$ cat src/rtl/mem_arbiter_pkg.sv
// Shared widths, fetch constants and FSM encoding for the memory arbiter.
package mem_arbiter_pkg;
   localparam int unsigned MemAddrBus = 32;
   localparam int unsigned MemDataBus = 32;
   localparam logic [2:0]  IfFetchLen = 3'd4;

   typedef enum logic [1:0] {
      IDLE      = 2'd0,
      SERVE_IF  = 2'd1,
      SERVE_MEM = 2'd2,
      DRAIN     = 2'd3
   } arb_state_t;
endpackage

$ cat src/rtl/mem_arb_pick.sv
// Arbitration between fetch and load/store, with starvation counter favouring IF.
module mem_arb_pick #(
   parameter int unsigned STARVE_LIMIT = 4
) (
   input  logic clock,
   input  logic reset,
   input  logic arb_open,
   input  logic in_idle,
   input  logic if_elig,
   input  logic mem_elig,
   output logic grant_if,
   output logic grant_mem
);
   logic [2:0] starve_cnt;
   logic       starved;

   assign starved = (starve_cnt == 3'(STARVE_LIMIT));

   always_comb begin
      grant_if  = arb_open && if_elig && (!mem_elig || starved);
      grant_mem = arb_open && mem_elig && !grant_if;
   end

   always_ff @(posedge clock or posedge reset) begin
      if (reset) begin
         starve_cnt <= '0;
      end else if (in_idle) begin
         if (grant_if || !if_elig)
            starve_cnt <= '0;
         else if (grant_mem && !starved)
            starve_cnt <= starve_cnt + 3'd1;
      end
   end
endmodule

$ cat src/rtl/mem_arbiter.sv
// Two-requester memory arbiter: FSM plus registered downstream request and ready/data pulses.
module mem_arbiter
   import mem_arbiter_pkg::*;
#(
   parameter int unsigned STARVE_LIMIT = 4
) (
   input  logic                  clock,
   input  logic                  reset,
   input  logic                  if_req,
   input  logic [MemAddrBus-1:0] if_addr,
   input  logic                  if_flush,
   input  logic                  mem_req,
   input  logic                  mem_write,
   input  logic [MemAddrBus-1:0] mem_addr,
   input  logic [MemDataBus-1:0] mem_wdata,
   input  logic [2:0]            mem_len,
   input  logic                  mem_signed,
   output logic                  dn_valid,
   output logic                  dn_write,
   output logic [MemAddrBus-1:0] dn_addr,
   output logic [MemDataBus-1:0] dn_wdata,
   output logic [2:0]            dn_len,
   output logic                  dn_signed,
   input  logic                  dn_done,
   input  logic [MemDataBus-1:0] dn_rdata,
   output logic                  if_ready,
   output logic [MemDataBus-1:0] if_data,
   output logic                  mem_ready,
   output logic [MemDataBus-1:0] mem_rdata,
   output logic                  busy
);
   arb_state_t state, state_nx;
   logic armed, in_idle, arb_open, if_elig, mem_elig;
   logic grant_if, grant_mem, if_complete, mem_complete;

   assign in_idle  = (state == IDLE);
   assign if_elig  = if_req && !if_ready && !if_flush;
   assign mem_elig = mem_req && !mem_ready;
   // No grant while a ready pulse is out, so a held request is re-arbitrated fairly next cycle.
   assign arb_open = in_idle && armed && !if_ready && !mem_ready;
   assign dn_valid = !in_idle;
   assign busy     = !in_idle;

   mem_arb_pick #(.STARVE_LIMIT(STARVE_LIMIT)) u_pick (
      .clock    (clock),
      .reset    (reset),
      .arb_open (arb_open),
      .in_idle  (in_idle),
      .if_elig  (if_elig),
      .mem_elig (mem_elig),
      .grant_if (grant_if),
      .grant_mem(grant_mem)
   );

   always_ff @(posedge clock or posedge reset) begin
      if (reset) begin
         state <= IDLE;
         armed <= 1'b0;
      end else begin
         state <= state_nx;
         armed <= 1'b1;
      end
   end

   always_comb begin
      state_nx     = state;
      if_complete  = 1'b0;
      mem_complete = 1'b0;
      unique case (state)
         IDLE: begin
            if (grant_mem)     state_nx = SERVE_MEM;
            else if (grant_if) state_nx = SERVE_IF;
         end
         SERVE_IF: begin
            if (dn_done) begin
               state_nx    = IDLE;
               if_complete = !if_flush;
            end else if (if_flush) begin
               state_nx = DRAIN;
            end
         end
         SERVE_MEM: begin
            if (dn_done) begin
               state_nx     = IDLE;
               mem_complete = 1'b1;
            end
         end
         DRAIN: begin
            if (dn_done) state_nx = IDLE;
         end
         default: state_nx = IDLE;
      endcase
   end

   always_ff @(posedge clock or posedge reset) begin
      if (reset) begin
         dn_write  <= 1'b0;
         dn_addr   <= '0;
         dn_wdata  <= '0;
         dn_len    <= '0;
         dn_signed <= 1'b0;
         if_ready  <= 1'b0;
         if_data   <= '0;
         mem_ready <= 1'b0;
         mem_rdata <= '0;
      end else begin
         if_ready  <= if_complete;
         mem_ready <= mem_complete;
         if (if_complete)  if_data   <= dn_rdata;
         if (mem_complete) mem_rdata <= dn_write ? '0 : dn_rdata;
         if (grant_mem) begin
            dn_write  <= mem_write;
            dn_addr   <= mem_addr;
            dn_wdata  <= mem_wdata;
            dn_len    <= mem_len;
            dn_signed <= mem_signed;
         end else if (grant_if) begin
            dn_write  <= 1'b0;
            dn_addr   <= if_addr;
            dn_wdata  <= '0;
            dn_len    <= IfFetchLen;
            dn_signed <= 1'b0;
         end
      end
   end
endmodule

$ cat config.mk
export PLATFORM = sky130hd
export DESIGN_NAME = mem_arbiter
export DESIGN_NICKNAME = d
export VERILOG_FILES = /design/src/rtl/mem_arbiter_pkg.sv /design/src/rtl/mem_arb_pick.sv /design/src/rtl/mem_arbiter.sv
export SDC_FILE = /design/constraint.sdc
export NUM_CORES = 1
export LEC_CHECK = 0
export CORE_ASPECT_RATIO = 0.5
export CORE_UTILIZATION = 39
export CTS_BUF_LIST = sky130_fd_sc_hd__clkbuf_4
export CTS_CLUSTER_SIZE = 14
export DETAILED_ROUTE_END_ITERATION = 12
export GPL_TIMING_DRIVEN = 0
export PLACE_DENSITY = 0.79
export SETUP_SLACK_MARGIN = 0.1
export SYNTH_ARGS = -nofsm -noshare
export SYNTH_HDL_FRONTEND = slang
export SYNTH_SLANG_ARGS = --single-unit
$ cat constraint.sdc
create_clock -name clock -period 4.87 [get_ports clock]
set_input_delay 0.974 -clock clock [delete_from_list [all_inputs] [get_ports clock]]
set_output_delay 0.974 -clock clock [all_outputs]
set_load 0.01 [all_outputs]
## Yosys cells after proc, flatten, opt, wreduce, memory -nomap -nowiden

Cells that the tools add are included.

- Output and inout port bits: 137
- Bits of input ports: 139
- Register bits after elaboration: 141
- Logic and storage cells: 69

- Eq/ne operators: 7
- Add/subtract/negate cells: 1
- Muxes and demuxes: 22
- Reductions and logical operators: 27

Operator list:

| kind | number |
|---|---|
| two-way mux 32 bit | 5 |
| two-way mux 3 bit | 4 |
| logical AND 1 bit | 11 |
| two-way mux 2 bit | 5 |
| zero test 1 bit | 8 |
| two-way mux 1 bit | 7 |
| case mux 2 bit (3 select lines) | 1 |
| == test 2 bit, second input constant | 2 |
| nonzero test 2 bit | 2 |
| adder 3 x 1 -> 3 bit, second input constant | 1 |
| == test 3 bit, second input constant | 1 |
| inequality test 3 x 1 -> 1 bit, second input constant | 1 |
| inequality test 3 bit, second input constant | 1 |
| AND reduction 3 bit | 1 |
| == test 2 x 1 -> 1 bit, second input constant | 1 |
| zero test 2 bit | 1 |
| logical OR 1 bit | 2 |
| inequality test 2 x 1 -> 1 bit, second input constant | 1 |
| AND reduction 2 bit | 1 |
| OR reduction 2 bit | 1 |

## Depth between registers and ports, before layout

- Depth in word-level cells: 11
- Mapped depth: 8
- Gate-level depth less buffers: 6

## Hierarchy

Synthesis repeated with hierarchy kept, for this count alone.

- Cells, all modules: 511
- Area total of the unflattened synthesis: 6296.0 um2

By module, submodules not included:

| module | seq. area each (um2) | cells an instance | area each (um2) | instances |
|---|---|---|---|---|
| mem_arbiter | 3453.3 | 487 | 6094.6 | 1 |
| mem_arb_pick | 75.1 | 24 | 201.4 | 1 |

## Worst setup path after synthesis

OpenSTA, ideal clock, no wires.

- Path type: input-to-reg
- Start point: input port if_flush
- End point: register dn_wdata[10]
- Buffers on the path: 2
- Path slack: 2.754 ns
- Data required time: 4.749 ns
- Library setup time: 0.121 ns
- Arrival time: 1.995 ns
- Stages: 5
- Path through: nor3b_2 o211ai_1 buf_4 buf_2 a22o_1

- Word-level cells in the longest chain between the ends: 7
- Elaborated cells on any way between the ends: 8
- Classes of those cells: mux: 1; reduce/logical: 7

RTL lines:

| item | RTL line | source |
|---|---|---|
| start, declared | mem_arbiter.sv:11 | `input logic if_flush,` |
| zero test 1 bit * | mem_arbiter.sv:37 | `assign if_elig = if_req && !if_ready && !if_flush;` |
| logical AND 1 bit * | mem_arbiter.sv:37 |  |
| logical AND 1 bit * (2 in a row) | mem_arb_pick.sv:20 | `grant_if = arb_open && if_elig && (!mem_elig \|\| starved);` |
| zero test 1 bit | mem_arb_pick.sv:21 | `grant_mem = arb_open && mem_elig && !grant_if;` |
| logical AND 1 bit | mem_arb_pick.sv:21 |  |
| two-way mux 32 bit / nonzero test 2 bit (equally long branches) | -- |  |
| end signal, assigned | mem_arbiter.sv:114 | `dn_wdata <= mem_wdata;` |
| end, declared | mem_arbiter.sv:21 | `output logic [MemDataBus-1:0] dn_wdata,` |

Mark *: on every way between the ends. The rest lies on a longest branch, timed or not.
A chain may end at the register's enable or synchronous reset.

## Worst setup path after layout

- Start point: register state[1]
- End point: output port dn_valid

- Word-level cells in the longest chain between the ends: 2

RTL lines:

| item | RTL line | source |
|---|---|---|
| start, declared | mem_arbiter.sv:32 | `arb_state_t state, state_nx;` |
| start signal, assigned | mem_arbiter.sv:60 | `state <= state_nx;` |
| zero test 2 bit | mem_arbiter.sv:36 | `assign in_idle = (state == IDLE);` |
| zero test 1 bit | mem_arbiter.sv:41 | `assign dn_valid = !in_idle;` |
| end, declared | mem_arbiter.sv:18 | `output logic dn_valid,` |

Every way passes these cells.

==> metrics.txt <==
# TYPE chip_impl_metric gauge
chip_impl_metric{name="synth_seq_area_share",unit="%"} 58.3
chip_impl_info{name="critical_path.cell_chain",value="nor2_2 -> inv_1 -> buf_4 -> clkdlybuf4s50_1"} 1
chip_impl_metric{name="timing.critical_path.arrival",unit="ns"} 1.96
chip_impl_metric{name="clock_pin_transition_on_the_worst_setup_and_hold_timing_paths",unit="ns"} 0.13
chip_impl_info{name="rsz0062_at_grt",value="false"} 1
chip_impl_metric{name="drtAntennaViolNets",unit=""} 0
chip_impl_info{name="layout_common_cells",value="sky130_fd_sc_hd__clkdlybuf4s50_1 (275), sky130_fd_sc_hd__dfrtp_1 (141), sky130_fd_sc_hd__nand2_1 (67), sky130_fd_sc_hd__a22o_1 (36)"} 1
chip_impl_metric{name="vias_per_cell",unit=""} 5.03
chip_impl_info{name="tritoncts_clock_tree",value="yes"} 1
chip_impl_metric{name="grt_pass1_wl",unit="um"} 28500
chip_impl_metric{name="clk-insertion-delay-late",unit="ns"} 0.53
chip_impl_info{name="path_delay_family",value="buffers and inverters"} 1
chip_impl_metric{name="synth-seq-cells",unit=""} 141
chip_impl_metric{name="cts_resized",unit=""} 0
chip_impl_metric{name="layout-drive-gt1-share",unit="%"} 15.0
chip_impl_metric{name="post_cts_hold_buffer_count",unit=""} 0
chip_impl_info{name="worst_r2r_startpoint",value="u_pick.starve_cnt[0]$_DFFE_PP0P_"} 1
chip_impl_metric{name="cap_viol_max_count",unit=""} 0
chip_impl_metric{name="fin_worst_hold_slack",unit="ns"} 0.489
chip_impl_metric{name="timing.fmax",unit="GHz"} 0.340
chip_impl_info{name="min_from",value="mem_rdata[30]$_DFFE_PP0P_"} 1
chip_impl_metric{name="grt_overflow",unit=""} 0
chip_impl_metric{name="tns",unit="ns"} 0
chip_impl_metric{name="core-area",unit="sq um"} 14800
chip_impl_info{name="crit_path_end_kind",value="output port"} 1
chip_impl_metric{name="cts.repair_timing.setup_buffer_count",unit=""} 0
chip_impl_metric{name="fp.dieArea",unit="sq um"} 16100
chip_impl_metric{name="critical_path.max_fanout",unit=""} 6
chip_impl_metric{name="total_inserted_antenna_cells",unit=""} 0
chip_impl_metric{name="final_critical_path_setup_slack",unit="ns"} 1.93
chip_impl_metric{name="boundaryPins",unit=""} 276
chip_impl_metric{name="worst_ir_drop_vdd",unit="uV"} 238
chip_impl_info{name="crit_start",value="state[1]$_DFFE_PP0P_"} 1
chip_impl_metric{name="design_area",unit="sq um"} 9390
chip_impl_metric{name="worstPathBufferInverterCount",unit=""} 3
chip_impl_metric{name="critical-path-max-stage-delay",unit="ns"} 0.47
chip_impl_metric{name="grt_pass1_vias",unit=""} 5303
chip_impl_metric{name="synth-async-reset-ratio",unit="%"} 100
chip_impl_metric{name="cell_leakage_power",unit="uW"} 0.00398
chip_impl_metric{name="drt_iter0_markers",unit=""} 237
chip_impl_metric{name="area_growth_syn_to_layout",unit="%"} 55.1
chip_impl_metric{name="wl_per_cell",unit="um"} 17.6
chip_impl_metric{name="yosys_warnings",unit=""} 0
chip_impl_metric{name="min_period",unit="ns"} 2.94
chip_impl_metric{name="critical_path_required",unit="ns"} 3.90
chip_impl_info{name="path_class",value="reg2out"} 1
chip_impl_metric{name="fin_crit_sh",unit="%"} 60.3
chip_impl_info{name="min-delay-path-class",value="reg2reg"} 1
chip_impl_metric{name="syn_nets",unit=""} 655
chip_impl_metric{name="place_hpwl",unit="um"} 13200
chip_impl_metric{name="maxSlewHeadroom",unit="%"} 63.8
chip_impl_metric{name="drt_drc_violations_left",unit=""} 0
chip_impl_metric{name="tightest_slew",unit="ns"} 0.543
chip_impl_metric{name="syn_area",unit="sq um"} 6060
chip_impl_metric{name="synth_edf_count",unit=""} 0
chip_impl_metric{name="ctsLongestPathBuffers",unit=""} 2
chip_impl_metric{name="grt_antenna_before_repair",unit=""} 0
chip_impl_metric{name="floorplan.die.height",unit="um"} 90.1
chip_impl_metric{name="dpl_worst_slack",unit="ns"} 1.91
chip_impl_metric{name="dr.pass1.iters",unit=""} 6
chip_impl_metric{name="cts_made_buffers",unit=""} 17
chip_impl_info{name="outcome",value="completed"} 1
chip_impl_metric{name="number_of_nets_in_the_final_layout",unit=""} 950
chip_impl_info{name="ys.flop_type",value="sky130_fd_sc_hd__dfrtp_1"} 1
chip_impl_metric{name="port_buffers",unit=""} 275
chip_impl_metric{name="detailed_place.area",unit="sq um"} 9090
chip_impl_metric{name="h_tree_depth",unit=""} 4
chip_impl_metric{name="clock_sink_count",unit=""} 141
chip_impl_metric{name="route.final.wire_length",unit="um"} 17900
chip_impl_metric{name="synth_cell_types",unit=""} 40
chip_impl_metric{name="hold_violations",unit=""} 0
chip_impl_info{name="layout_commonest_cell",value="sky130_fd_sc_hd__clkdlybuf4s50_1"} 1
chip_impl_metric{name="fill_cells",unit=""} 1203
chip_impl_info{name="crit_path_top_delay_cell",value="sky130_fd_sc_hd__clkdlybuf4s50_1"} 1
chip_impl_metric{name="power.total",unit="uW"} 5560
chip_impl_metric{name="fp-row-count",unit=""} 31
chip_impl_metric{name="number_of_endpoints_failing_setup_at_the_final_stage",unit=""} 0
chip_impl_metric{name="globalRouteTotalUtil",unit="%"} 22.8
chip_impl_metric{name="die-width",unit="um"} 178
chip_impl_metric{name="starting_density_of_the_core",unit="%"} 40.9
chip_impl_metric{name="p_per_area",unit="nW/um^2"} 592
chip_impl_metric{name="final-max-slew-violation-count",unit=""} 0
chip_impl_metric{name="routed-via-count",unit=""} 5133
chip_impl_metric{name="netlist_instances",unit=""} 514
chip_impl_metric{name="routabilityCongestion",unit=""} 0.834
chip_impl_info{name="cts-root-buf",value="sky130_fd_sc_hd__clkbuf_4"} 1
chip_impl_metric{name="worst_clock_skew",unit="ns"} 0.0233
chip_impl_metric{name="post_synth.cell_area_avg",unit="sq um"} 11.8
chip_impl_info{name="crit_path_start_kind",value="register"} 1
chip_impl_metric{name="maximum_number_of_pins_on_one_net_before_global_route_repair",unit=""} 87
[through the flow]
stage,std cells,utilization (%)
2_1_floorplan,514,-
3_3_place_gp,987,61.1
3_5_place_dp,988,61.3
4_1_cts,1020,63.4
5_1_grt,1020,63.4
6_report,1020,63.4
[report_power, final]
part           leakage [uW]  internal [uW]  switching (uW)  total [uW]
sequential          0.00175           1710             308        2020
combinational       0.00207           1560            1170        2730
clock              0.000160            363             457         820
[flip-flops by register name (all words and copies together), names as in the netlist]
signal	flops
dn_addr	32
dn_wdata	32
if_data	32
mem_rdata	32
dn_len	3
u_pick.starve_cnt	3
state	2
armed	1
dn_signed	1
dn_write	1
if_ready	1
mem_ready	1
[final cells by class]
type | instances | area, sq um | area share, %
repair buffers | 276 | 2780 | 29.6
multi-input cells | 323 | 2260 | 24.0
flip-flops and latches | 141 | 3530 | 37.6
clock buffers | 18 | 135 | 1.44
clock inverters | 14 | 168 | 1.79
well taps | 198 | 248 | 2.64
inverters | 9 | 38.8 | 0.413
plain buffers | 41 | 236 | 2.52
[final timing paths]
kind	endpoint	cells after the start	slack [ns]
worst max-delay path	dn_valid	4	1.93
worst min-delay path	mem_rdata[30]$_DFFE_PP0P_	2	0.49
worst max register to register	dn_addr[20]$_DFFE_PP0P_	7	2.82
worst min register to register	mem_rdata[30]$_DFFE_PP0P_	2	0.49
max in group asynchronous	dn_addr[20]$_DFFE_PP0P_	3	3.20
min in group asynchronous	if_data[27]$_DFFE_PP0P_	2	0.85
[tightest hold or removal path, stage by stage (launching register included)]
cell                      delay [ns]
sky130_fd_sc_hd__dfrtp_1        0.36
sky130_fd_sc_hd__nand2_1        0.04
sky130_fd_sc_hd__o21ai_0        0.06
[logic make-up (layout without fill, tap and decap cells)]
kind of cell | after synthesis | count (layout) | share of synthesized area (%)
buffers and inverters | 50 | 358 | 4.46
adder cells (fa/ha/maj) | 2 | 2 | 0.413
other | 1 | 1 | 0.0619
AO/OA/AOI/OAI | 111 | 111 | 15.8
AND/OR/NAND/NOR | 177 | 177 | 15.0
flip-flops | 141 | 141 | 58.3
multiplexers | 32 | 32 | 5.95
[cells in the mapped netlist (2+ instances only)]
library cell | n | share of area (%)
sky130_fd_sc_hd__nand2b_1 | 33 | 3.4
sky130_fd_sc_hd__nand3_1 | 3 | 0.25
sky130_fd_sc_hd__inv_1 | 7 | 0.43
sky130_fd_sc_hd__a22o_1 | 36 | 5.2
sky130_fd_sc_hd__clkbuf_1 | 21 | 1.3
sky130_fd_sc_hd__buf_2 | 6 | 0.50
sky130_fd_sc_hd__buf_6 | 7 | 1.3
sky130_fd_sc_hd__nand2_1 | 67 | 4.2
sky130_fd_sc_hd__mux2_2 | 31 | 5.8
sky130_fd_sc_hd__nor2_1 | 32 | 2.0
sky130_fd_sc_hd__o31ai_2 | 32 | 6.6
sky130_fd_sc_hd__ha_1 | 2 | 0.41
sky130_fd_sc_hd__o21ai_0 | 33 | 2.7
sky130_fd_sc_hd__buf_4 | 6 | 0.74
sky130_fd_sc_hd__nor4_1 | 33 | 3.4
sky130_fd_sc_hd__dfrtp_1 | 141 | 58
[layer usage]
| metal | GRT usage (%) | wire [um] | share of wire (%) |
|---|---|---|---|
| met5 | 0 | 0 | 0 |
| met4 | 9.25 | 473 | 2.6 |
| met3 | 4.61 | 960 | 5.4 |
| met1 | 28.7 | 7650 | 43 |
| met2 | 38.2 | 8830 | 49 |
Power figures use the tool's default switching activity.
